### src/rtl/riscv_pkg.sv
// Shared RISC-V execute-stage types: M-extension op select, muldiv FSM states,
// and small decode helpers for operand signedness and op class.
package riscv_pkg;

  // Width of the muldiv op-select field
  localparam int MD_NUM = 3;

  typedef enum logic [MD_NUM-1:0] {
    MD_MUL    = 3'd0,
    MD_MULH   = 3'd1,
    MD_MULHSU = 3'd2,
    MD_MULHU  = 3'd3,
    MD_DIV    = 3'd4,
    MD_DIVU   = 3'd5,
    MD_REM    = 3'd6,
    MD_REMU   = 3'd7
  } md_op_e;

  typedef enum logic [1:0] {
    ST_IDLE,
    ST_MUL,
    ST_DIV,
    ST_DONE
  } md_state_e;

  function automatic logic md_is_div(md_op_e op);
    return op inside {MD_DIV, MD_DIVU, MD_REM, MD_REMU};
  endfunction

  function automatic logic md_is_rem(md_op_e op);
    return op inside {MD_REM, MD_REMU};
  endfunction

  // rs1 is treated as signed
  function automatic logic md_a_signed(md_op_e op);
    return op inside {MD_MULH, MD_MULHSU, MD_DIV, MD_REM};
  endfunction

  // rs2 is treated as signed
  function automatic logic md_b_signed(md_op_e op);
    return op inside {MD_MULH, MD_DIV, MD_REM};
  endfunction

endpackage

### src/rtl/md_negate.sv
// Conditional two's-complement negation of a W-bit value.
// Latency: combinational, zero cycles.
// Backpressure: none, pure datapath.
module md_negate #(
  parameter int W = 32
) (
  input  logic         en,
  input  logic [W-1:0] in_dat,
  output logic [W-1:0] out_dat
);

  assign out_dat = en ? (~in_dat + W'(1)) : in_dat;

endmodule

### src/rtl/muldiv_unit.sv
// Multi-cycle RISC-V M-extension unit (MUL/MULH/MULHSU/MULHU/DIV/DIVU/REM/REMU).
// Latency: XLEN+1 cycles iterative; 1 cycle for div-by-zero, signed overflow and fast multiplies.
// Backpressure: result held in DONE until out_ready; in_ready only in IDLE. Build option: MULDIV_FAST_MUL_EN.
module muldiv_unit
  import riscv_pkg::*;
#(
  parameter int XLEN = 32
) (
  input  logic            clk,
  input  logic            rst,
  input  logic            in_valid,
  output logic            in_ready,
  input  md_op_e          op,
  input  logic [XLEN-1:0] operand_a,
  input  logic [XLEN-1:0] operand_b,
  input  logic            kill,
  output logic            out_valid,
  input  logic            out_ready,
  output logic [XLEN-1:0] result,
  output logic            busy
);

  localparam int CW = $clog2(XLEN) + 1;
  localparam int W2 = 2 * XLEN;

  md_state_e       state_q, state_d;
  md_op_e          op_q, op_d;
  logic [XLEN-1:0] a_q, a_d;        // |rs1|: multiplicand
  logic [XLEN-1:0] b_q, b_d;        // |rs2|: divisor
  logic            a_neg_q, a_neg_d;
  logic            b_neg_q, b_neg_d;
  logic            is_div_q, is_div_d;
  logic [W2-1:0]   acc_q, acc_d;    // mul: {partial hi, multiplier}; div: {remainder, quotient}
  logic [CW-1:0]   cnt_q, cnt_d;
  logic [XLEN-1:0] result_q, result_d;
  logic            out_valid_q, out_valid_d;

  // Incoming operand magnitudes and sign flags
  logic            a_sgn, b_sgn;
  logic [XLEN-1:0] a_mag, b_mag;

  assign a_sgn = md_a_signed(op) & operand_a[XLEN-1];
  assign b_sgn = md_b_signed(op) & operand_b[XLEN-1];

  md_negate #(.W(XLEN)) u_neg_a (.en(a_sgn), .in_dat(operand_a), .out_dat(a_mag));
  md_negate #(.W(XLEN)) u_neg_b (.en(b_sgn), .in_dat(operand_b), .out_dat(b_mag));

  // Divide special cases resolved without iterating
  logic            div_zero, div_ovf;
  logic [XLEN-1:0] special_res;

  assign div_zero = (operand_b == '0);
  assign div_ovf  = md_b_signed(op) && (operand_a == {1'b1, {(XLEN-1){1'b0}}}) && (operand_b == '1);

  // Quotient/remainder values for divide-by-zero and most-negative / -1
  always_comb begin
    if (div_zero) special_res = md_is_rem(op) ? operand_a : '1;
    else          special_res = md_is_rem(op) ? '0 : operand_a;
  end

`ifdef MULDIV_FAST_MUL_EN
  // Sign-extended operands: the low 2*XLEN bits of this product equal those of
  // the (XLEN+1)x(XLEN+1) signed product, which is all any mul op needs.
  logic [W2-1:0]   fast_a, fast_b, fast_prod;
  logic [XLEN-1:0] fast_res;

  assign fast_a    = {{XLEN{md_a_signed(op) & operand_a[XLEN-1]}}, operand_a};
  assign fast_b    = {{XLEN{md_b_signed(op) & operand_b[XLEN-1]}}, operand_b};
  assign fast_prod = fast_a * fast_b;
  assign fast_res  = (op == MD_MUL) ? fast_prod[XLEN-1:0] : fast_prod[W2-1:XLEN];
`endif

  // One shift-add multiply step: add multiplicand into the high half when the
  // current multiplier bit is set, then shift the whole accumulator right.
  logic [XLEN:0]   mul_sum;
  logic [W2-1:0]   mul_next;

  assign mul_sum  = {1'b0, acc_q[W2-1:XLEN]} + (acc_q[0] ? {1'b0, a_q} : '0);
  assign mul_next = {mul_sum, acc_q[XLEN-1:1]};

  // One restoring-divide step: shift in the next dividend bit and subtract the
  // divisor when it fits; the borrow decides the quotient bit.
  logic [XLEN:0]   div_rem_sh, div_diff;
  logic [W2-1:0]   div_next, acc_step;

  assign div_rem_sh = acc_q[W2-1:XLEN-1];
  assign div_diff   = div_rem_sh - {1'b0, b_q};
  assign div_next   = div_diff[XLEN] ? {div_rem_sh[XLEN-1:0], acc_q[XLEN-2:0], 1'b0}
                                     : {div_diff[XLEN-1:0],   acc_q[XLEN-2:0], 1'b1};
  assign acc_step   = is_div_q ? div_next : mul_next;

  // Result sign fix-up on the final step's value
  logic            fix_en;
  logic [W2-1:0]   fix_in, fix_out;
  logic [XLEN-1:0] iter_res;

  // Pick what to negate: full product, quotient, or remainder (sign of dividend)
  always_comb begin
    fix_in = acc_step;
    fix_en = a_neg_q ^ b_neg_q;
    if (is_div_q) begin
      if (md_is_rem(op_q)) begin
        fix_in = {{XLEN{1'b0}}, acc_step[W2-1:XLEN]};
        fix_en = a_neg_q;
      end else begin
        fix_in = {{XLEN{1'b0}}, acc_step[XLEN-1:0]};
      end
    end
  end

  md_negate #(.W(W2)) u_neg_res (.en(fix_en), .in_dat(fix_in), .out_dat(fix_out));

  assign iter_res = (is_div_q || op_q == MD_MUL) ? fix_out[XLEN-1:0] : fix_out[W2-1:XLEN];

  // Next-state and datapath update; kill overrides everything
  always_comb begin
    state_d     = state_q;
    op_d        = op_q;
    a_d         = a_q;
    b_d         = b_q;
    a_neg_d     = a_neg_q;
    b_neg_d     = b_neg_q;
    is_div_d    = is_div_q;
    acc_d       = acc_q;
    cnt_d       = cnt_q;
    result_d    = result_q;
    out_valid_d = 1'b0;

    case (state_q)
      ST_IDLE: begin
        if (in_valid && !kill) begin
          op_d     = op;
          a_d      = a_mag;
          b_d      = b_mag;
          a_neg_d  = a_sgn;
          b_neg_d  = b_sgn;
          is_div_d = md_is_div(op);
          cnt_d    = '0;
          acc_d    = md_is_div(op) ? {{XLEN{1'b0}}, a_mag} : {{XLEN{1'b0}}, b_mag};
          if (md_is_div(op)) begin
            if (div_zero || div_ovf) begin
              result_d    = special_res;
              out_valid_d = 1'b1;
              state_d     = ST_DONE;
            end else begin
              state_d = ST_DIV;
            end
          end else begin
`ifdef MULDIV_FAST_MUL_EN
            result_d    = fast_res;
            out_valid_d = 1'b1;
            state_d     = ST_DONE;
`else
            state_d = ST_MUL;
`endif
          end
        end
      end
      ST_MUL, ST_DIV: begin
        acc_d = acc_step;
        cnt_d = cnt_q + CW'(1);
        if (cnt_q == CW'(XLEN - 1)) begin
          result_d    = iter_res;
          out_valid_d = 1'b1;
          state_d     = ST_DONE;
        end
      end
      ST_DONE: begin
        if (out_ready) state_d = ST_IDLE;
        else           out_valid_d = 1'b1;
      end
      default: state_d = ST_IDLE;
    endcase

    if (kill) begin
      state_d     = ST_IDLE;
      out_valid_d = 1'b0;
      result_d    = result_q;
    end
  end

  // State and datapath registers with asynchronous reset
  always_ff @(posedge clk or posedge rst) begin
    if (rst) begin
      state_q     <= ST_IDLE;
      op_q        <= MD_MUL;
      a_q         <= '0;
      b_q         <= '0;
      a_neg_q     <= 1'b0;
      b_neg_q     <= 1'b0;
      is_div_q    <= 1'b0;
      acc_q       <= '0;
      cnt_q       <= '0;
      result_q    <= '0;
      out_valid_q <= 1'b0;
    end else begin
      state_q     <= state_d;
      op_q        <= op_d;
      a_q         <= a_d;
      b_q         <= b_d;
      a_neg_q     <= a_neg_d;
      b_neg_q     <= b_neg_d;
      is_div_q    <= is_div_d;
      acc_q       <= acc_d;
      cnt_q       <= cnt_d;
      result_q    <= result_d;
      out_valid_q <= out_valid_d;
    end
  end

  assign in_ready  = (state_q == ST_IDLE);
  assign busy      = (state_q != ST_IDLE);
  assign out_valid = out_valid_q;
  assign result    = result_q;

endmodule
### config.mk
export PLATFORM = sky130hd
export DESIGN_NAME = muldiv_unit
export DESIGN_NICKNAME = d
export VERILOG_FILES = /design/src/rtl/riscv_pkg.sv /design/src/rtl/md_negate.sv /design/src/rtl/muldiv_unit.sv
export SDC_FILE = /design/constraint.sdc
export NUM_CORES = 1
export LEC_CHECK = 0
export CORE_UTILIZATION = 44
export CTS_CLUSTER_SIZE = 12
export DETAILED_ROUTE_END_ITERATION = 8
export SLEW_MARGIN = 25
export SYNTH_ARGS = -nofsm -noshare
export SYNTH_HDL_FRONTEND = slang
export SYNTH_SLANG_ARGS = --single-unit
### constraint.sdc
create_clock -name clk -period 13.2 [get_ports clk]
set_input_delay 1.32 -clock clk [delete_from_list [all_inputs] [get_ports clk]]
set_output_delay 1.32 -clock clk [all_outputs]
set_load 0.01 [all_outputs]
==> results of run 1 <==
[cells by family after synthesis]
kind of cell | synth area share, %
muxes | 5.60
DFF | 25.0
and+or+nand+nor | 24.0
buffers and inverters | 4.75
xor gates and xnor gates | 6.20
adders and majority gates | 5.37
AOI/OAI and AO/OA | 29.0
[where the power goes]
part	internal (W)	leakage [nW]	switching, W
Combinational	0.00138	5.58	0.00289
Sequential	0.000767	2.18	0.000279
Clock	0.000268	0.273	0.000255
[sequential cells by signal (all words and copies together), names as in the netlist, 2 cells and up]
register and count:
acc_q 64, a_q 32, b_q 32, result 32, cnt_q 6, op_q 3
state_q 2
[worst paths after layout]
path	startpoint	end	slack [ps]	depth (start not counted)
min	a_q[7]	a_q[7]	480	2
max in group asynchronous	rst	result[24]	9780	4
max	acc_q[31]	result[10]	6930	21
min in group asynchronous	rst	b_q[24]	1290	2
min reg2reg	a_q[7]	a_q[7]	480	2
max reg2reg	acc_q[31]	result[10]	6930	21
[metrics by stage]
step | setup WS [ps] | cell area [um^2] | hold slack [ps] | power (W)
after global routing | 6600 | 19600 | 498 | 0.00615
after detailed placement | 6890 | 19000 | 464 | 0.00513
after CTS | 7080 | 19500 | 480 | 0.00567
after floorplan | 7130 | 17500 | 442 | 0.00368
after global placement | 6920 | 19000 | 455 | 0.00514
final | 6930 | 19600 | 484 | 0.00584
[routing by layer]
| metal | vias to the layer above | part of all wire (%) | global-route usage (%) |
|---|---|---|---|
| li1 | 8685 | - | - |
| met1 | 9175 | 42 | 53.5 |
| met2 | 1123 | 42 | 55.4 |
| met3 | 186 | 9.7 | 6.98 |
| met4 | 0 | 6.3 | 21.9 |
| met5 | - | 0 | 0 |
[cell usage after synthesis (all sizes together), types with 27 or more instances]
master | instances | share of area [%]
a211oi | 32 | 1.5
a21o | 30 | 1.3
a21oi | 213 | 6.2
a31oi | 29 | 1.0
and2 | 57 | 2.0
buf | 32 | 1.1
clkbuf | 105 | 2.3
dfrtp | 175 | 25
ha | 72 | 5.1
inv | 67 | 1.4
mux2i | 72 | 4.1
nand2 | 320 | 6.9
nand3 | 46 | 1.3
nand4 | 38 | 1.4
nor2 | 205 | 4.4
nor3 | 64 | 2.0
nor4 | 27 | 1.0
o211ai | 28 | 1.3
o21ai | 248 | 7.1
o31ai | 37 | 1.6
xnor2 | 55 | 2.8
xor2 | 69 | 3.5
[worst register-to-register path, stage by stage (launching register included)]
cell	delay [ps]
sky130_fd_sc_hd__dfrtp_1	450
sky130_fd_sc_hd__inv_1	100
sky130_fd_sc_hd__ha_1	150
sky130_fd_sc_hd__inv_1	50
sky130_fd_sc_hd__fa_1	440
sky130_fd_sc_hd__a211oi_2	350
sky130_fd_sc_hd__o211a_1	260
sky130_fd_sc_hd__nor3_4	90
sky130_fd_sc_hd__or4_1	690
sky130_fd_sc_hd__o211ai_4	330
sky130_fd_sc_hd__buf_4	430
sky130_fd_sc_hd__a21oi_1	160
sky130_fd_sc_hd__mux2i_1	240
sky130_fd_sc_hd__ha_1	250
sky130_fd_sc_hd__nand2_1	90
sky130_fd_sc_hd__inv_1	70
sky130_fd_sc_hd__nand4_1	220
sky130_fd_sc_hd__nor3_4	450
sky130_fd_sc_hd__nand4_2	330
sky130_fd_sc_hd__nor3_1	490
sky130_fd_sc_hd__mux2i_1	380
sky130_fd_sc_hd__a21oi_1	120
[cell type report]
class | instances | area, um^2 | area share (%)
Multi-Input combinational cell | 1968 | 12400 | 63.4
Sequential cell | 175 | 4380 | 22.4
Timing Repair Buffer | 137 | 1290 | 6.59
Tap cell | 518 | 648 | 3.31
Clock buffer | 18 | 439 | 2.25
Inverter | 67 | 256 | 1.31
Clock inverter | 14 | 133 | 0.678
Antenna cell | 1 | 2.50 | 0.0128
==> report_table.html, run 1 <==
<table>
<tr><th>Metric</th><th>Value</th></tr>
<tr><th colspan="2">Run status</th></tr>
<tr><td>Result of the run</td><td>finished clean</td></tr>
<tr><th colspan="2">Die</th></tr>
<tr><td>Die outline area</td><td>roughly 0.041 mm^2</td></tr>
<tr><td>Number of I/O pins</td><td>roughly 110</td></tr>
<tr><td>Number of core rows</td><td>between 70 and 80</td></tr>
<tr><td>Vertical die dimension</td><td>201 um</td></tr>
<tr><td>Die extent in x</td><td>about 200 um</td></tr>
<tr><td>Area of the core</td><td>between 0.03 and 0.04 mm^2</td></tr>
<tr><td>Starting density of the core</td><td>45.0%</td></tr>
<tr><th colspan="2">Route</th></tr>
<tr><td>Drt via density</td><td>6.61</td></tr>
<tr><td>Via count of the routed design</td><td>19.2k</td></tr>
<tr><td>DRT Pass-1 Iters</td><td>7</td></tr>
<tr><td>Final routed DRC violation total</td><td>0</td></tr>
<tr><td>Antenna Nets Post-Route</td><td>0</td></tr>
<tr><td>Wirelength, routed</td><td>78.7 mm</td></tr>
<tr><td>Iter 0 DRT Violations</td><td>roughly 2.4k</td></tr>
<tr><td>Average wire per cell in the routed design</td><td>27.2 um</td></tr>
<tr><th colspan="2">Cells and area</th></tr>
<tr><td>Final net count</td><td>between 2k and 3k</td></tr>
<tr><td>Area added between synthesis and finish</td><td>11.7%</td></tr>
<tr><td>Most frequent standard cell in the layout excluding fill and tap cells</td><td>sky130_fd_sc_hd__nand2_1</td></tr>
<tr><td>Fillers</td><td>around 4.0k</td></tr>
<tr><td>Final instance count without filler cells</td><td>a little under 3k</td></tr>
<tr><td>Final core utilization</td><td>about half</td></tr>
<tr><td>Fraction of final layout cells with drive strength greater than 1</td><td>roughly 6.2%</td></tr>
<tr><td>Most frequent cells in the layout</td><td>sky130_fd_sc_hd__nand2_1 (320), sky130_fd_sc_hd__o21ai_0 (243), sky130_fd_sc_hd__a21oi_1 (208)</td></tr>
<tr><th colspan="2">Placement</th></tr>
<tr><td>Post-placement cell count</td><td>between 2k and 3k</td></tr>
<tr><td>GP Congestion</td><td>about 1.1</td></tr>
<tr><td>Buffers on Ports</td><td>106</td></tr>
<tr><td>Post-detailed-placement half-perimeter wirelength</td><td>62.2 mm</td></tr>
<tr><th colspan="2">Clock tree</th></tr>
<tr><td>Resized cells post-CTS</td><td>0</td></tr>
<tr><td>CTS H-Tree Depth</td><td>4</td></tr>
<tr><td>Root Driver</td><td>sky130_fd_sc_hd__clkbuf_16</td></tr>
<tr><td>Setup repair bufs after CTS</td><td>0</td></tr>
<tr><td>Number of buffers inserted during clock tree synthesis</td><td>17</td></tr>
<tr><td>Clk sinks</td><td>~180</td></tr>
<tr><td>CTS tree</td><td>done</td></tr>
<tr><td>Bufs on Longest Clock Path</td><td>2</td></tr>
<tr><td>Hold-fix buffers at CTS</td><td>0</td></tr>
<tr><td>Post-CTS clock slew at the launch and capture registers of the worst setup and hold paths</td><td>approximately 80 ps</td></tr>
<tr><td>Clock insertion delay at the later pin of the skew report</td><td>about 480 ps</td></tr>
<tr><th colspan="2">Setup path</th></tr>
<tr><td>CP Capture Type</td><td>flip-flop</td></tr>
<tr><td>Cell Chain, Critical Path</td><td>inv_1 &gt; ha_1 &gt; inv_1 &gt; fa_1 &gt; a211oi_2 &gt; o211a_1 &gt; nor3_4 &gt; or4_1 &gt; o211ai_4 &gt; buf_4 &gt; a21oi_1 &gt; mux2i_1 &gt; ha_1 &gt; nand2_1 &gt; inv_1 &gt; nand4_1 &gt; nor3_4 &gt; nand4_2 &gt; nor3_1 &gt; mux2i_1 &gt; a21oi_1</td></tr>
<tr><td>CP top delay family</td><td>simple AND/OR/NAND/NOR gates</td></tr>
<tr><td>Most used cell, CP</td><td>sky130_fd_sc_hd__inv_1</td></tr>
<tr><td>Startpoint type of the worst setup path</td><td>flip-flop</td></tr>
<tr><td>Cell with the biggest individual delay on the critical path</td><td>sky130_fd_sc_hd__or4_1</td></tr>
<tr><td>Crit path required time</td><td>between 10000 and 15000 ps</td></tr>
<tr><td>Crit Path Category</td><td>reg -&gt; reg</td></tr>
<tr><td>Crit path max fanout</td><td>28</td></tr>
<tr><td>Buf/Inv on CP</td><td>4</td></tr>
<tr><td>CP Data Arrival Time</td><td>between 6000 and 7000 ps</td></tr>
<tr><td>Peak per-stage delay on the critical path</td><td>between 600 and 700 ps</td></tr>
<tr><th colspan="2">Synthesis</th></tr>
<tr><td>Main flop type after synthesis</td><td>sky130_fd_sc_hd__dfrtp_1</td></tr>
<tr><td>Count of warnings emitted by yosys</td><td>0</td></tr>
<tr><td>Fraction of registers with async set or reset after synthesis</td><td>100%</td></tr>
<tr><td>Sequential fraction of the synthesis area</td><td>between 20% and 30%</td></tr>
<tr><td>Post-Syn Nets</td><td>around 2.5k</td></tr>
<tr><td>Post-synthesis instance area</td><td>around 0.018 mm^2</td></tr>
<tr><td>Synthesized area per cell</td><td>7.46 um^2</td></tr>
<tr><td>Gate count of the mapped netlist</td><td>2347</td></tr>
<tr><td>Number of enable flip-flop cells after synthesis</td><td>0</td></tr>
<tr><td>Post-synthesis sequential element count</td><td>approximately 180</td></tr>
<tr><td>Yosys cell types</td><td>91</td></tr>
<tr><th colspan="2">STA</th></tr>
<tr><td>Final critical-path share of the clock period</td><td>between 40% and 50%</td></tr>
<tr><td>RSZ-0062 raised after global routing</td><td>false</td></tr>
<tr><td>Max-Slew Margin vs Limit</td><td>29.7%</td></tr>
<tr><td>Fin crit period</td><td>about 6300 ps</td></tr>
<tr><td>Setup clock skew after layout</td><td>~20 ps</td></tr>
<tr><td>Worst slew pin tran</td><td>about 1100 ps</td></tr>
<tr><td>Number of max-slew violations in the final report</td><td>0</td></tr>
<tr><td>Highest clock frequency the design can meet</td><td>around 160 MHz</td></tr>
<tr><td>Number of hold violations in the final report</td><td>0</td></tr>
<tr><td>Final setup fails</td><td>0</td></tr>
<tr><td>Total Negative Setup Slacks</td><td>0 ps</td></tr>
<tr><th colspan="2">Power</th></tr>
<tr><td>VDD IR-drop max</td><td>about 0.00019 V</td></tr>
<tr><td>PD cells</td><td>about 300 mW/mm^2</td></tr>
<tr><td>Static leakage power</td><td>~8 nW</td></tr>
<tr><th colspan="2">GRT</th></tr>
<tr><td>Number of global-route vias before repair</td><td>approximately 17k</td></tr>
<tr><td>Initial antenna violation count</td><td>0</td></tr>
<tr><td>Grt total ovfl</td><td>0</td></tr>
<tr><td>First-pass GRT wire length</td><td>116 mm</td></tr>
<tr><td>Global Route Usage Sum</td><td>between 30% and 40%</td></tr>
<tr><td>Maximum number of pins on one net before global-route repair</td><td>112</td></tr>
<tr><th colspan="2">Job</th></tr>
<tr><td>Number of max-cap violations</td><td>0</td></tr>
<tr><th colspan="2">Worst hold path</th></tr>
<tr><td>Worst hold path type</td><td>reg -&gt; reg</td></tr>
</table>
Power figures use the tool's default switching activity.
==> run 2: changes to the inputs <==
- clock period: 13.2 -> 5 ns (I/O delays scaled with it)
==> run 2 against run 1 <==
Compared with the run above:
- largest power group unchanged
- non-clock buffer count rose by 237
- cell count rose by 8.2%
- routed wire length rose by 10%
- critical endpoint is now result[20]
==> report_table.html, run 2 (synthesis gave the netlist of run 1 again) <==
<table>
<tr><th>Metric</th><th>Value</th></tr>
<tr><th colspan="2">Run status</th></tr>
<tr><td>Result of the run</td><td>finished clean</td></tr>
<tr><th colspan="2">Route</th></tr>
<tr><td>Wire length the detailed router placed on met1</td><td>35.7 mm (+7.2%)</td></tr>
<tr><td>Met3 WL post-DR</td><td>8.00 mm (+5.0%)</td></tr>
<tr><td>Final routed DRC violation total</td><td>0 (unchanged)</td></tr>
<tr><td>Iter 0 DRT Violations</td><td>2371 (-0.13%)</td></tr>
<tr><td>Drt via density</td><td>6.48 (-2.1%)</td></tr>
<tr><td>Average wire per cell in the routed design</td><td>27.6 um (+1.7%)</td></tr>
<tr><td>Highest routed metal layer</td><td>met5</td></tr>
<tr><td>Wirelength, routed</td><td>86.7 mm (+10%)</td></tr>
<tr><td>DRT Pass-1 Iters</td><td>7 (unchanged)</td></tr>
<tr><td>Via count of the routed design</td><td>20.3k (+5.9%)</td></tr>
<tr><td>Antenna Nets Post-Route</td><td>0 (unchanged)</td></tr>
<tr><td>Length of routed met2 wiring</td><td>37.5 mm (+14%)</td></tr>
<tr><th colspan="2">Setup path</th></tr>
<tr><td>Setup crit end</td><td>result[20]</td></tr>
<tr><td>Reg2reg path depth</td><td>18 (-14%)</td></tr>
<tr><td>Launch point of the worst path</td><td>acc_q[31]</td></tr>
<tr><td>CP Data Arrival Time</td><td>5270 ps (-1350 ps)</td></tr>
<tr><td>Cell with the biggest individual delay on the critical path</td><td>sky130_fd_sc_hd__or4_4</td></tr>
<tr><td>Source of the worst register-to-register timing path</td><td>acc_q[31]</td></tr>
<tr><td>Crit Path Category</td><td>reg -&gt; reg</td></tr>
<tr><td>Logic depth of the worst path, buffers included</td><td>18 (-14%)</td></tr>
<tr><td>Buf/Inv on CP</td><td>4 (unchanged)</td></tr>
<tr><td>Most used cell, CP</td><td>sky130_fd_sc_hd__o31ai_1</td></tr>
<tr><td>Crit path max fanout</td><td>7 (-75%)</td></tr>
<tr><td>CP top delay family</td><td>compound AO/OA/AOI/OAI gates</td></tr>
<tr><td>CP Capture Type</td><td>flip-flop</td></tr>
<tr><td>Cell Chain, Critical Path</td><td>inv_2 &gt; ha_4 &gt; inv_1 &gt; fa_2 &gt; a211oi_4 &gt; o211a_1 &gt; nor3_4 &gt; buf_6 &gt; nor4_4 &gt; o211ai_4 &gt; clkbuf_16 &gt; o31ai_1 &gt; a31oi_1 &gt; or2_4 &gt; or4_4 &gt; o31ai_1 &gt; a21oi_1 &gt; o32a_1</td></tr>
<tr><td>Endpoint of the most critical register-to-register path</td><td>result[20]</td></tr>
<tr><td>Startpoint type of the worst setup path</td><td>flip-flop</td></tr>
<tr><td>Slack of the worst reg-to-reg path</td><td>100 ps (-6830 ps)</td></tr>
<tr><td>Crit path required time</td><td>5380 ps (-8170 ps)</td></tr>
<tr><td>Peak per-stage delay on the critical path</td><td>660 ps (-30 ps)</td></tr>
<tr><th colspan="2">Cells and area</th></tr>
<tr><td>Number of flip-flops under the largest register name</td><td>64 (unchanged)</td></tr>
<tr><td>Non-Filler Cell Area, Final</td><td>0.0219 mm^2 (+12%)</td></tr>
<tr><td>Most frequent standard cell in the layout excluding fill and tap cells</td><td>sky130_fd_sc_hd__nand2_1</td></tr>
<tr><td>Register with the most flip-flops</td><td>acc_q</td></tr>
<tr><td>Fraction of final layout cells with drive strength greater than 1</td><td>16.6% (+10 points)</td></tr>
<tr><td>Final net count</td><td>2750 (+9.5%)</td></tr>
<tr><td>Most frequent cells in the layout</td><td>sky130_fd_sc_hd__nand2_1 (319), sky130_fd_sc_hd__buf_4 (249), sky130_fd_sc_hd__o21ai_0 (241)</td></tr>
<tr><td>Area added between synthesis and finish</td><td>24.9%</td></tr>
<tr><th colspan="2">Power</th></tr>
<tr><td>Static leakage power</td><td>9.33 nW (+16%)</td></tr>
<tr><td>VDD IR-drop max</td><td>0.000461 V (+150%)</td></tr>
<tr><td>PD cells</td><td>819 mW/mm^2 (+170%)</td></tr>
<tr><th colspan="2">STA</th></tr>
<tr><td>Final critical-path share of the clock period</td><td>97.9% (+50 points)</td></tr>
<tr><td>Highest clock frequency the design can meet</td><td>204 MHz (+28%)</td></tr>
<tr><td>Final setup fails</td><td>0 (unchanged)</td></tr>
<tr><td>Worst slew pin tran</td><td>965 ps (-85.3 ps)</td></tr>
<tr><td>Final hold slack</td><td>475 ps (-9.10 ps)</td></tr>
<tr><td>Setup clock skew after layout</td><td>16.7 ps (-3.62 ps)</td></tr>
<tr><td>Number of hold violations in the final report</td><td>0 (unchanged)</td></tr>
<tr><td>Fin crit period</td><td>4900 ps (-1370 ps)</td></tr>
<tr><td>Total Negative Setup Slacks</td><td>0 ps (unchanged)</td></tr>
<tr><td>Max-Slew Margin vs Limit</td><td>35.0% (+5.3 points)</td></tr>
<tr><td>Number of max-slew violations in the final report</td><td>0 (unchanged)</td></tr>
<tr><th colspan="2">Clock tree</th></tr>
<tr><td>Clock insertion delay at the later pin of the skew report</td><td>510 ps (+30 ps)</td></tr>
<tr><td>Clk sinks</td><td>175 (unchanged)</td></tr>
<tr><td>Number of buffers inserted during clock tree synthesis</td><td>17 (unchanged)</td></tr>
<tr><td>Bufs on Longest Clock Path</td><td>2 (unchanged)</td></tr>
<tr><td>Post-CTS clock slew at the launch and capture registers of the worst setup and hold paths</td><td>70 ps (about the same)</td></tr>
<tr><td>Root Driver</td><td>sky130_fd_sc_hd__clkbuf_16</td></tr>
<tr><td>CTS tree</td><td>done</td></tr>
<tr><td>CTS H-Tree Depth</td><td>4 (unchanged)</td></tr>
<tr><th colspan="2">Die</th></tr>
<tr><td>Vertical die dimension</td><td>201 um (unchanged)</td></tr>
<tr><td>Die outline area</td><td>0.0406 mm^2 (unchanged)</td></tr>
<tr><td>Area of the core</td><td>0.0389 mm^2 (unchanged)</td></tr>
<tr><td>Number of I/O pins</td><td>107 (unchanged)</td></tr>
<tr><td>Number of core rows</td><td>72 (unchanged)</td></tr>
<tr><td>Die extent in x</td><td>201 um (unchanged)</td></tr>
<tr><td>Starting density of the core</td><td>45.0% (unchanged)</td></tr>
<tr><th colspan="2">GRT</th></tr>
<tr><td>First-pass GRT wire length</td><td>125 mm (+8.1%)</td></tr>
<tr><td>Number of global-route vias before repair</td><td>19.0k (+9.0%)</td></tr>
<tr><td>Grt total ovfl</td><td>0 (unchanged)</td></tr>
<tr><td>Global Route Usage Sum</td><td>42.1% (+3.7 points)</td></tr>
<tr><td>Initial antenna violation count</td><td>4 (+4)</td></tr>
<tr><td>Maximum number of pins on one net before global-route repair</td><td>107 (-4.5%)</td></tr>
<tr><th colspan="2">Placement</th></tr>
<tr><td>Placed inst area</td><td>0.0207 mm^2 (+9.3%)</td></tr>
<tr><td>Buffers on Ports</td><td>106 (unchanged)</td></tr>
<tr><td>GP Congestion</td><td>1.06 (about the same)</td></tr>
<tr><td>Post-detailed-placement half-perimeter wirelength</td><td>69.4 mm (+12%)</td></tr>
<tr><th colspan="2">Worst hold path</th></tr>
<tr><td>Hold-critical path depth</td><td>2 (unchanged)</td></tr>
<tr><td>Worst hold path type</td><td>reg -&gt; reg</td></tr>
<tr><th colspan="2">Job</th></tr>
<tr><td>Number of max-cap violations</td><td>0 (unchanged)</td></tr>
</table>
-- run 2: cell types whose count changed in the layout (fill, tap and decap cells not counted), sizes merged, moves of 2 or more --
cell and change:
clkbuf +3, inv -2, buf +235, clkinvlp -2
-- run 2: per-layer routing --
metal,track usage (%),vias up
met2,63.9,1086
met4,23.7,4
met1,55.3,9802
met5,0,-
met3,9.12,254
li1,-,9159
-- run 2: where the power goes --
part	internal [W]	leakage [nW]	switching, W
registers	0.00203	2.18	0.000581
clock network	0.000750	0.282	0.000692
logic	0.00518	6.87	0.00867
-- run 2: per-stage QoR --
step | total power (W) | std cells | util, % | setup WS [ps]
CTS | 0.0168 | 3115 | 54.8 | -0.881
floorplan | 0.00974 | 2347 | - | -230
global route | 0.0187 | 3133 | 56.2 | -95.1
finish | 0.0179 | 3135 | 56.2 | 104
global placement | 0.0152 | 3085 | 53.3 | -117
detailed placement | 0.0153 | 3085 | 53.3 | -158
-- run 2: repair_timing --
item,in CTS,in global routing
cloned,0,3
hold buffers,0,0
endpoints found under the setup margin,10,30
setup buffers,0,15
resized for setup,2,75
pin swaps,2,28
-- run 2: final cells by class --
class,instances,area [um^2]
multi-input combinational,1969,12800
clock buffer,19,443
sequential,175,4380
timing repair buffer,374,3250
fill,3795,17100
inverter,67,255
antenna,2,5.00
tap,518,648
clock inverter,11,133
-- run 2: worst min-delay path by stage --
| stage | from | end | slack [ps] |
|---|---|---|---|
| finish | a_q[16] | a_q[16] | 470 |
| detailed placement | a_q[17] | a_q[17] | 460 |
| floorplan | a_q[0] | a_q[0] | 440 |
| global placement | a_q[16] | a_q[16] | 450 |
| CTS | a_q[17] | a_q[17] | 480 |
| global route | a_q[10] | a_q[10] | 510 |
-- run 2: tightest hold or removal path: stages, from the launching register on --
cell                      delay, ps
sky130_fd_sc_hd__dfrtp_1        340
sky130_fd_sc_hd__nand2_1         40
sky130_fd_sc_hd__o21ai_0         60
==> run 3: changes to the inputs <==
- SLEW_MARGIN: 25 -> 20
==> run 3 against run 2 <==
Compared with the run above:
- sequential cell count unchanged
- register-to-register slack about the same
- global-route usage unchanged
- highest routed layer unchanged
- sequential power about the same
- hold slack about the same
==> report_table.html, run 3 (synthesis gave the netlist of run 1 again) <==
<table>
<tr><th>Metric</th><th>Value</th></tr>
<tr><th colspan="2">Setup path</th></tr>
<tr><td>Most used cell, CP</td><td>sky130_fd_sc_hd__a21oi_2</td></tr>
<tr><td>Crit Path Category</td><td>reg -&gt; reg</td></tr>
<tr><td>Cell with the biggest individual delay on the critical path</td><td>sky130_fd_sc_hd__or4_4</td></tr>
<tr><td>Peak per-stage delay on the critical path</td><td>570 ps (-90 ps)</td></tr>
<tr><td>Slack of the worst reg-to-reg path</td><td>90 ps (about the same)</td></tr>
<tr><td>Crit path required time</td><td>5410 ps (+30 ps)</td></tr>
<tr><td>Endpoint of the most critical register-to-register path</td><td>result[16]</td></tr>
<tr><td>Reg2reg path depth</td><td>19 (+1)</td></tr>
<tr><td>Cell Chain, Critical Path</td><td>inv_1 &gt; ha_1 &gt; a21oi_2 &gt; o21ai_0 &gt; a22o_2 &gt; or4_4 &gt; a211oi_4 &gt; buf_6 &gt; a21oi_2 &gt; mux2i_2 &gt; ha_2 &gt; nand2_2 &gt; inv_2 &gt; nand4_1 &gt; nor3_4 &gt; nand4_4 &gt; or4b_4 &gt; and3_4 &gt; o31ai_2</td></tr>
<tr><td>Startpoint type of the worst setup path</td><td>flip-flop</td></tr>
<tr><td>CP Capture Type</td><td>flip-flop</td></tr>
<tr><td>Source of the worst register-to-register timing path</td><td>b_q[11]</td></tr>
<tr><td>CP Data Arrival Time</td><td>5320 ps (+50 ps)</td></tr>
<tr><td>Crit path max fanout</td><td>7 (unchanged)</td></tr>
<tr><th colspan="2">GRT</th></tr>
<tr><td>First-pass GRT wire length</td><td>125 mm (unchanged)</td></tr>
<tr><td>Initial antenna violation count</td><td>4 (unchanged)</td></tr>
<tr><td>Grt total ovfl</td><td>0 (unchanged)</td></tr>
<tr><td>Global Route Usage Sum</td><td>42.1% (unchanged)</td></tr>
<tr><td>Number of global-route vias before repair</td><td>19.0k (unchanged)</td></tr>
<tr><td>Maximum number of pins on one net before global-route repair</td><td>107 (unchanged)</td></tr>
<tr><th colspan="2">Clock tree</th></tr>
<tr><td>Post-CTS clock slew at the launch and capture registers of the worst setup and hold paths</td><td>70 ps (about the same)</td></tr>
<tr><td>Clk sinks</td><td>175 (unchanged)</td></tr>
<tr><td>Bufs on Longest Clock Path</td><td>2 (unchanged)</td></tr>
<tr><td>CTS tree</td><td>done</td></tr>
<tr><td>CTS H-Tree Depth</td><td>4 (unchanged)</td></tr>
<tr><td>Clock insertion delay at the later pin of the skew report</td><td>510 ps (about the same)</td></tr>
<tr><td>Hold-fix buffers at CTS</td><td>0 (unchanged)</td></tr>
<tr><td>Number of buffers inserted during clock tree synthesis</td><td>17 (unchanged)</td></tr>
<tr><td>Root Driver</td><td>sky130_fd_sc_hd__clkbuf_16</td></tr>
<tr><th colspan="2">Worst hold path</th></tr>
<tr><td>Worst hold path startpoint</td><td>a_q[16]</td></tr>
<tr><td>Hold-critical path depth</td><td>2 (unchanged)</td></tr>
<tr><td>Worst hold path type</td><td>reg -&gt; reg</td></tr>
<tr><td>Capture endpoint of the worst hold path</td><td>a_q[16]</td></tr>
<tr><th colspan="2">Route</th></tr>
<tr><td>Drt via density</td><td>6.48 (about the same)</td></tr>
<tr><td>DRT Pass-1 Iters</td><td>7 (unchanged)</td></tr>
<tr><td>Wirelength, routed</td><td>86.6 mm (about the same)</td></tr>
<tr><td>Antenna Nets Post-Route</td><td>0 (unchanged)</td></tr>
<tr><td>Average wire per cell in the routed design</td><td>27.6 um (about the same)</td></tr>
<tr><td>Final routed DRC violation total</td><td>0 (unchanged)</td></tr>
<tr><td>Via count of the routed design</td><td>20.3k (+0.069%)</td></tr>
<tr><td>Iter 0 DRT Violations</td><td>2387 (+0.67%)</td></tr>
<tr><th colspan="2">Cells and area</th></tr>
<tr><td>Most frequent standard cell in the layout excluding fill and tap cells</td><td>sky130_fd_sc_hd__nand2_1</td></tr>
<tr><td>Final net count</td><td>2750 (unchanged)</td></tr>
<tr><td>Final core utilization</td><td>56.2% (unchanged)</td></tr>
<tr><td>Fillers</td><td>3796 (+0.026%)</td></tr>
<tr><td>Sequential cell area in the final layout</td><td>0.00438 mm^2 (unchanged)</td></tr>
<tr><td>Area added between synthesis and finish</td><td>24.9% (unchanged)</td></tr>
<tr><td>Final instance count without filler cells</td><td>3136 (+0.032%)</td></tr>
<tr><td>Non-Filler Cell Area, Final</td><td>0.0219 mm^2 (unchanged)</td></tr>
<tr><td>Fraction of final layout cells with drive strength greater than 1</td><td>16.5% (-0.038 points)</td></tr>
<tr><td>Number of flip-flops under the largest register name</td><td>64 (unchanged)</td></tr>
<tr><td>Multi-input gate area</td><td>0.0128 mm^2 (about the same)</td></tr>
<tr><td>Most frequent cells in the layout</td><td>sky130_fd_sc_hd__nand2_1 (319), sky130_fd_sc_hd__buf_4 (249), sky130_fd_sc_hd__o21ai_0 (241)</td></tr>
<tr><td>Register with the most flip-flops</td><td>acc_q</td></tr>
<tr><th colspan="2">STA</th></tr>
<tr><td>Highest clock frequency the design can meet</td><td>204 MHz (-0.22%)</td></tr>
<tr><td>Setup clock skew after layout</td><td>19.7 ps (+3.03 ps)</td></tr>
<tr><td>Total Negative Setup Slacks</td><td>0 ps (unchanged)</td></tr>
<tr><td>Final setup fails</td><td>0 (unchanged)</td></tr>
<tr><td>Worst slew pin tran</td><td>1220 ps (+254 ps)</td></tr>
<tr><td>Number of max-slew violations in the final report</td><td>0 (unchanged)</td></tr>
<tr><td>Max-Slew Margin vs Limit</td><td>18.5% (-17 points)</td></tr>
<tr><td>Fin crit period</td><td>4910 ps (+10.6 ps)</td></tr>
<tr><td>Final critical-path share of the clock period</td><td>98.1% (+0.21 points)</td></tr>
<tr><td>Number of hold violations in the final report</td><td>0 (unchanged)</td></tr>
<tr><th colspan="2">Die</th></tr>
<tr><td>Die extent in x</td><td>201 um (unchanged)</td></tr>
<tr><td>Number of core rows</td><td>72 (unchanged)</td></tr>
<tr><td>Starting density of the core</td><td>45.0% (unchanged)</td></tr>
<tr><td>Area of the core</td><td>0.0389 mm^2 (unchanged)</td></tr>
<tr><td>Vertical die dimension</td><td>201 um (unchanged)</td></tr>
<tr><td>Number of I/O pins</td><td>107 (unchanged)</td></tr>
<tr><td>Die outline area</td><td>0.0406 mm^2 (unchanged)</td></tr>
<tr><th colspan="2">Power</th></tr>
<tr><td>PD cells</td><td>819 mW/mm^2 (about the same)</td></tr>
<tr><td>VDD IR-drop max</td><td>0.000464 V (+0.70%)</td></tr>
<tr><td>Static leakage power</td><td>9.33 nW (about the same)</td></tr>
<tr><th colspan="2">Job</th></tr>
<tr><td>Number of max-cap violations</td><td>0 (unchanged)</td></tr>
<tr><th colspan="2">Placement</th></tr>
<tr><td>Placed inst area</td><td>0.0207 mm^2 (unchanged)</td></tr>
<tr><td>Post-detailed-placement half-perimeter wirelength</td><td>69.4 mm (unchanged)</td></tr>
<tr><td>GP Congestion</td><td>1.06 (unchanged)</td></tr>
<tr><td>Buffers on Ports</td><td>106 (unchanged)</td></tr>
<tr><td>Post-placement cell count</td><td>3085 (unchanged)</td></tr>
<tr><th colspan="2">Run status</th></tr>
<tr><td>Result of the run</td><td>finished clean</td></tr>
</table>
## run 3: routing by layer
| layer | share of wire [%] | track usage (%) |
|---|---|---|
| met4 | 6.1 | 23.7 |
| met1 | 41 | 55.3 |
| met2 | 43 | 63.9 |
| met5 | 0.12 | 0 |
| met3 | 9.2 | 9.12 |
## run 3: power by group
group | switching [W] | total [W] | internal, W
clock network | 0.000692 | 0.00144 | 0.000751
logic | 0.00867 | 0.0139 | 0.00518
registers | 0.000581 | 0.00261 | 0.00203
total | 0.00994 | 0.0179 | 0.00796
## run 3: how the worst max path moves through the flow
| stage | slack (ps) | cells after the start | start | to |
|---|---|---|---|---|
| 6_report | 90 | 19 | b_q[11] | result[16] |
| 3_3_place_gp | -120 | 20 | acc_q[0] | result[29] |
| 2_1_floorplan | -230 | 24 | acc_q[31] | result[16] |
| 4_1_cts | -0.9 | 17 | acc_q[31] | result[4] |
| 3_5_place_dp | -160 | 20 | acc_q[0] | result[29] |
| 5_1_grt | -100 | 20 | b_q[11] | result[8] |
## run 3: area by class of cell
| class | instances | area share, % |
|---|---|---|
| well taps | 518 | 2.96 |
| multi-input cells | 1969 | 58.3 |
| diodes | 3 | 0.0343 |
| clock inverters | 11 | 0.607 |
| repair buffers | 374 | 14.8 |
| flip-flops and latches | 175 | 20.0 |
| clock buffers | 19 | 2.03 |
| inverters | 67 | 1.17 |
## run 3: through the flow
step	setup slack, ps	power, W	hold slack, ps
2_1_floorplan	-230	0.00974	442
3_3_place_gp	-117	0.0152	454
3_5_place_dp	-158	0.0153	463
4_1_cts	-0.881	0.0168	478
5_1_grt	-95.1	0.0187	509
6_report	93.7	0.0179	475
## run 3: timing repair
action | 4_1_cts | 5_1_grt
gates cloned | 0 | 3
endpoints found under the setup margin | 10 | 30
setup buffers | 0 | 15
pin swaps | 2 | 28
resized for setup | 2 | 75
## run 3: critical path: cells and delay by family (launching register included)
family | cells | cell delay (ps)
AND/OR/NAND/NOR | 7 | 2040
AO/OA/AOI/OAI | 6 | 1250
adder cells (fa/ha/maj) | 2 | 650
flip-flops | 1 | 360
buffers and inverters | 3 | 290
multiplexers | 1 | 230
